<file path="src/rtl/rom_fetch_pkg.sv">
// Shared types and constants for the ROM instruction fetch unit.
package rom_fetch_pkg;

    typedef enum logic [1:0] {
        BOOT   = 2'd0,
        RUN    = 2'd1,
        HALTED = 2'd2
    } state_t;

    localparam int BUF_DEPTH = 2;
    localparam int CNT_W = $clog2(BUF_DEPTH + 1);
    localparam int PTR_W = $clog2(BUF_DEPTH);

    // Words owned by the unit once this cycle's pop has been taken out.
    function automatic logic [CNT_W:0] occupancy(
        input logic [CNT_W-1:0] count,
        input logic             inflight,
        input logic             pop
    );
        return {1'b0, count} + (CNT_W + 1)'(inflight) - (CNT_W + 1)'(pop);
    endfunction

endpackage

</file>
<file path="src/rtl/rom_fetch_skid_fifo.sv">
// Two-entry output buffer holding {pc, word} pairs for the fetch unit.
module fetch_skid_fifo
    import rom_fetch_pkg::*;
#(
    parameter int W = 28
) (
    input  logic             clk,
    input  logic             rst_n,
    input  logic             clear,
    input  logic             push,
    input  logic             pop,
    input  logic [W-1:0]     din,
    output logic [W-1:0]     dout,
    output logic [CNT_W-1:0] count,
    output logic             empty
);

    logic [W-1:0]     mem [BUF_DEPTH];
    logic [PTR_W-1:0] rd_ptr;
    logic [PTR_W-1:0] wr_ptr;
    logic             full;
    logic             do_push;

    assign full    = (count == CNT_W'(BUF_DEPTH));
    assign do_push = push & (~full | pop);
    assign empty   = (count == '0);
    assign dout    = mem[rd_ptr];

    always_ff @(posedge clk or negedge rst_n) begin
        if (!rst_n) begin
            for (int i = 0; i < BUF_DEPTH; i++) begin
                mem[i] <= '0;
            end
            rd_ptr <= '0;
            wr_ptr <= '0;
            count  <= '0;
        end else if (clear) begin
            rd_ptr <= '0;
            wr_ptr <= '0;
            count  <= '0;
        end else begin
            if (do_push) begin
                mem[wr_ptr] <= din;
                wr_ptr      <= wr_ptr + 1'b1;
            end
            if (pop) begin
                rd_ptr <= rd_ptr + 1'b1;
            end
            unique case ({do_push, pop})
                2'b10:   count <= count + 1'b1;
                2'b01:   count <= count - 1'b1;
                default: count <= count;
            endcase
        end
    end

endmodule

</file>
<file path="src/rtl/rom_fetch.sv">
// Sequential fetch from a synchronous ROM with redirect, halt and a 2-word buffer.
// Define ROM_FETCH_PERF_EN to add the perf_stall_cnt output.
module rom_fetch
    import rom_fetch_pkg::*;
#(
    parameter int          DWIDTH   = 16,
    parameter int          AWIDTH   = 12,
    parameter int unsigned RESET_PC = 0
) (
    input  logic              clk,
    input  logic              rst_n,
    output logic              rom_en,
    output logic [AWIDTH-1:0] rom_addr,
    input  logic [DWIDTH-1:0] rom_dout,
    input  logic              halt_req,
    input  logic              redirect_valid,
    input  logic [AWIDTH-1:0] redirect_pc,
    output logic              instr_valid,
    input  logic              instr_ready,
    output logic [DWIDTH-1:0] instr,
    output logic [AWIDTH-1:0] instr_pc
`ifdef ROM_FETCH_PERF_EN
    ,
    output logic [31:0]       perf_stall_cnt
`endif
);

    localparam logic [AWIDTH-1:0] PC0 = AWIDTH'(RESET_PC);

    state_t                    state;
    logic [AWIDTH-1:0]         pc;
    logic [AWIDTH-1:0]         inflight_pc;
    logic                      inflight;
    logic                      push;
    logic                      pop;
    logic                      empty;
    logic [CNT_W-1:0]          count;
    logic [AWIDTH+DWIDTH-1:0]  head;

    assign pop         = instr_valid & instr_ready;
    assign push        = inflight & ~redirect_valid;
    assign instr_valid = ~empty & ~redirect_valid;
    assign {instr_pc, instr} = head;
    assign rom_addr    = pc;

    // Issue only while the buffer can still absorb the returning word.
    assign rom_en = (state == RUN) & ~halt_req & ~redirect_valid
                  & (occupancy(count, inflight, pop) <= (CNT_W + 1)'(1));

    always_ff @(posedge clk or negedge rst_n) begin
        if (!rst_n) begin
            state       <= BOOT;
            pc          <= PC0;
            inflight    <= 1'b0;
            inflight_pc <= '0;
        end else begin
            inflight <= rom_en;
            if (rom_en) begin
                inflight_pc <= pc;
                pc          <= pc + 1'b1;
            end
            if (redirect_valid) begin
                pc    <= redirect_pc;
                state <= RUN;
            end else begin
                unique case (state)
                    BOOT:    state <= RUN;
                    RUN:     if (halt_req) state <= HALTED;
                    HALTED:  state <= HALTED;
                    default: state <= BOOT;
                endcase
            end
        end
    end

    fetch_skid_fifo #(
        .W(AWIDTH + DWIDTH)
    ) u_fifo (
        .clk   (clk),
        .rst_n (rst_n),
        .clear (redirect_valid),
        .push  (push),
        .pop   (pop),
        .din   ({inflight_pc, rom_dout}),
        .dout  (head),
        .count (count),
        .empty (empty)
    );

`ifdef ROM_FETCH_PERF_EN
    always_ff @(posedge clk or negedge rst_n) begin
        if (!rst_n) begin
            perf_stall_cnt <= '0;
        end else if (instr_valid & ~instr_ready & (perf_stall_cnt != '1)) begin
            perf_stall_cnt <= perf_stall_cnt + 32'd1;
        end
    end
`endif

endmodule

</file>
<file path="config.mk">
export PLATFORM = sky130hd
export DESIGN_NAME = rom_fetch
export DESIGN_NICKNAME = d
export VERILOG_FILES = /design/src/rtl/rom_fetch_pkg.sv /design/src/rtl/rom_fetch_skid_fifo.sv /design/src/rtl/rom_fetch.sv
export SDC_FILE = /design/constraint.sdc
export NUM_CORES = 1
export LEC_CHECK = 0
export BUFFER_PORTS_ARGS = -buffer_cell sky130_fd_sc_hd__buf_4
export CAP_MARGIN = 10
export CORE_UTILIZATION = 52
export CTS_BUF_LIST = sky130_fd_sc_hd__clkbuf_4 sky130_fd_sc_hd__clkbuf_8
export CTS_CLUSTER_SIZE = 16
export DETAILED_ROUTE_END_ITERATION = 10
export GPL_TIMING_DRIVEN = 0
export HOLD_SLACK_MARGIN = 0.03
export PLACE_DENSITY_LB_ADDON = 0.2
export SYNTH_ARGS = -nofsm -noshare
export SYNTH_HDL_FRONTEND = slang
export SYNTH_SLANG_ARGS = --single-unit
</file>
<file path="constraint.sdc">
create_clock -name clk -period 2.9 [get_ports clk]
set_input_delay 0.145 -clock clk [delete_from_list [all_inputs] [get_ports clk]]
set_output_delay 0.145 -clock clk [all_outputs]
set_load 0.01 [all_outputs]
</file>
==> metrics.md <==
| Metric | Value |
|---|---|
| Startpoint types | flip-flop |
| Share of cells above drive strength 1 | 0.4730 |
| Crit path cell chain | buf_4, buf_4, inv_2, ha_4, inv_2, ha_4, inv_2, fa_2, nand4bb_4, or2_4, buf_6, or4_4, mux2i_1 |
| Power share of the clock group | 0.212 |
| Crit share post-route | 1.010 |
| Worst-path cell with the longest stage delay | fa_2 |
| CP peak stage delay | 0.56 ns |
| Die Height | 89.87 µm |
| Cell Area, Synth | approximately 4000 µm² |
| Worst slew pin tran | about 1.1 ns |
| Initial Util | 0.5448 |
| Warnings from Yosys | 0 |
| Crit-path max FO | 6 |
| Vias in the first global route | ~3k |
| CP Class | reg2reg |
| FF+latch area | between 2000 and 2500 µm² |
| Top Ports | 75 |
| Placed cells | ~500 |
| Routed WL | 8703 µm |
| Critical Path End Type | flip-flop |
| Initial antenna violation count | 0 |
| Starting DRT DRC Count | 149 |
| Register area share after synthesis | 0.5422 |
| Max Slew Vio Count | 0 |
| Gr ovfl total | 0 |
| Non-Filler Instances | 543 |
| Post-synthesis area per instance | 12.59 µm² |
| Fmax | 341.5 MHz |
| CTS tree | yes |
| H-tree depth | 3 |
| Worst path most repeated cell | inv_2 |
| Total internal power | 2883 µW |
| Net Sw Frac | 0.3019 |
| Top FF cell, synth | dfrtp_1 |
| Via count | between 2k and 3k |
| Post-Layout Inst Area | 5320 µm² |
| DRC viols | 0 |
| Multi-input gate area | roughly 1800 µm² |
| Chip width | ~90 µm |
| RSZ-0062 raised after global routing | true |
| Dpl ws | -0.3840 ns |
| Slew margin rel. | 0.2839 |
| Top area cells in the synthesized netlist | dfrtp_1, mux2_2, nand2_1 |
| Seq cells post-synth | 87 |
| CTS Sinks | 87 |
| Latest clock arrival within the worst-skew pair | roughly 0.35 ns |
| Max Buffers Root-to-Sink | 2 |
| Cell variety after synth | 43 |
| Post-route ant nets | 0 |
| Post-DP HPWL | 5643 µm |
| Ys async rst share | 1.000 |
| Max cap viols | 0 |
| Top cell type's share of synthesized area | 0.5422 |
| Total power per unit cell area | 776.3 nW/µm² |
| Pin count of the biggest net entering global routing | 88 |
| Total track usage | 0.2257 |
| Combinational Power Share | 0.333 |
| Root Driver | clkbuf_8 |
| Routability congestion estimate | 0.8586 |
| Final Setup Violations | 1 |
| Clock skew | just over 0.007 ns |
| Final period demand of the worst path | roughly 2.9 ns |
| Synth area leader | dfrtp_1 |
| Detailed Routing Iterations Pass 1 | 4 |
| Post-synthesis net count | 358 |
| IO Port Bufs | 74 |
| Outcome | finished with violations |
| Fin. Hold Viols | 0 |
| Static Leak | 0.002542 µW |
| NumNets Final | around 480 |
| Required time of the critical path | 3.14 ns |
| Die area | 8077 µm² |
| Area added between synthesis and finish | 32.50% |
| Failing checks | setup timing |
| Worst VDD drop | 0.3043 mV |
| Antenna Cells | 0 |
| Gate Count Post-Synth | 319 |
| Fin worst setup slack | -0.02802 ns |
| Post-synth top cells | dfrtp_1, mux2_2, nand2_1 |
| Number of synthesized flops with an enable pin | 0 |
| Rows | 31 |
| Hold Crit Class | in2reg |
| Placed Area | ~4700 µm² |
| Core box area | around 7400 µm² |
| FILL cells | 525 |
| Net Sw Power | 1247 µW |
| Data arrival, critical path | 3.16 ns |
| Via/cell ratio | 5.333 |
| Flop pwr share | 0.455 |
| First-pass GRT wire length | 14410 µm |
| Most numerous cell in the Yosys netlist | dfrtp_1 |
| Clock-pin slew on the worst setup and hold paths | roughly 0.09 ns |
| Avg WL per Cell | 16.03 µm |
| Number of CTS-inserted buffers | 9 |
==> metal layers <==
layer,GRT usage,part of all wire
met1,0.2971,0.46
met2,0.3712,0.48
met3,0.04569,0.046
met4,0.08468,0.016
met5,0,0
==> what timing repair did <==
action,CTS,global route
hold buffers,26,0
hold endpoints to repair,62,0
pin swaps,8,6
buffers inserted,7,3
resized for setup,12,11
setup endpoints to repair,23,20
==> kinds of logic after synthesis <==
kind of cell | Yosys count | share of synthesized area
fa+ha+maj | 6 | 0.02057
compound gates | 30 | 0.05329
mux | 90 | 0.2505
flops | 87 | 0.5422
xor+xnor | 4 | 0.008727
buf+inv | 24 | 0.02804
simple gates | 78 | 0.09660
==> per-stage QoR <==
stage	total power, µW	util	hold slack [ns]	setup TNS (ns)
2_1_floorplan	2638	-	-0.1506	-0.02507
5_1_grt	4383	0.7219	0.03425	-0.4502
6_report	4130	0.7219	0.03960	-0.02802
4_1_cts	4146	0.7134	0.03189	-0.2391
3_3_place_gp	3154	0.6380	0.3554	-4.938
3_5_place_dp	3220	0.6380	0.3653	-6.218
==> layout by cell type (no fill, tap or decap), types with 3 or more instances in the layout <==
| cell | count |
|---|---|
| a221o_1 | 3 |
| buf_2 | 4 |
| buf_4 | 83 |
| buf_6 | 4 |
| clkbuf_1 | 6 |
| clkbuf_8 | 10 |
| dfrtp_1 | 86 |
| dlygate4sd3_1 | 26 |
| ha_1 | 3 |
| inv_1 | 5 |
| inv_2 | 3 |
| mux2_2 | 84 |
| mux2i_1 | 6 |
| nand2_1 | 43 |
| nand3_1 | 6 |
| nor2_1 | 4 |
| nor3_1 | 5 |
| o21ai_0 | 8 |
==> critical path: cells and delay by family (launching register included) <==
family        cells  cell delay (ns)
fa+ha+maj         3             0.87
buf+inv           6             0.58
flops             1             0.42
mux               1             0.13
simple gates      3             0.80
==> power groups by stage <==
stage / Sequential [µW] / Combinational [µW] / Clock [µW]
after global placement: 1870 / 1280 / 0
after detailed placement: 1910 / 1310 / 0
after global routing: 1940 / 1500 / 940
after CTS: 1880 / 1380 / 889
final: 1880 / 1380 / 875
after floorplan: 1830 / 806 / 0
==> sequential cells by signal, indices dropped and copies added (netlist names) <==
register and flops:
u_fifo.mem 56, inflight_pc 12, rom_addr 12, state 2
u_fifo.count 2, inflight 1, u_fifo.rd_ptr 1, u_fifo.wr_ptr 1
==> layout make-up <==
| class | count | share of cell area |
|---|---|---|
| Buffer | 14 | 0.01646 |
| Clock buffer | 10 | 0.02587 |
| Clock inverter | 6 | 0.01270 |
| Inverter | 9 | 0.006820 |
| Multi-Input combinational cell | 208 | 0.3365 |
| Sequential cell | 87 | 0.4095 |
| Tap cell | 99 | 0.02328 |
| Timing Repair Buffer | 110 | 0.1689 |
==> path summary, 6_finish.rpt <==
path                                             start  cells after the start                          end  slack, ns
setup reg to reg           u_fifo.count[0]$_DFFE_PN0P_                     13     rom_addr[10]$_DFFE_PN0P_      -0.03
min in group asynchronous                        rst_n                      2    u_fifo.mem[3]$_DFFE_PN0P_       0.52
hold / removal                             rom_dout[8]                      2   u_fifo.mem[36]$_DFFE_PN0P_       0.04
setup / recovery           u_fifo.count[0]$_DFFE_PN0P_                     13     rom_addr[10]$_DFFE_PN0P_      -0.03
hold reg to reg             inflight_pc[3]$_DFFE_PN0P_                      2   inflight_pc[3]$_DFFE_PN0P_       0.51
max in group asynchronous                        rst_n                      2  u_fifo.count[1]$_DFFE_PN0P_       1.63
(Power assumes the default switching activity.)
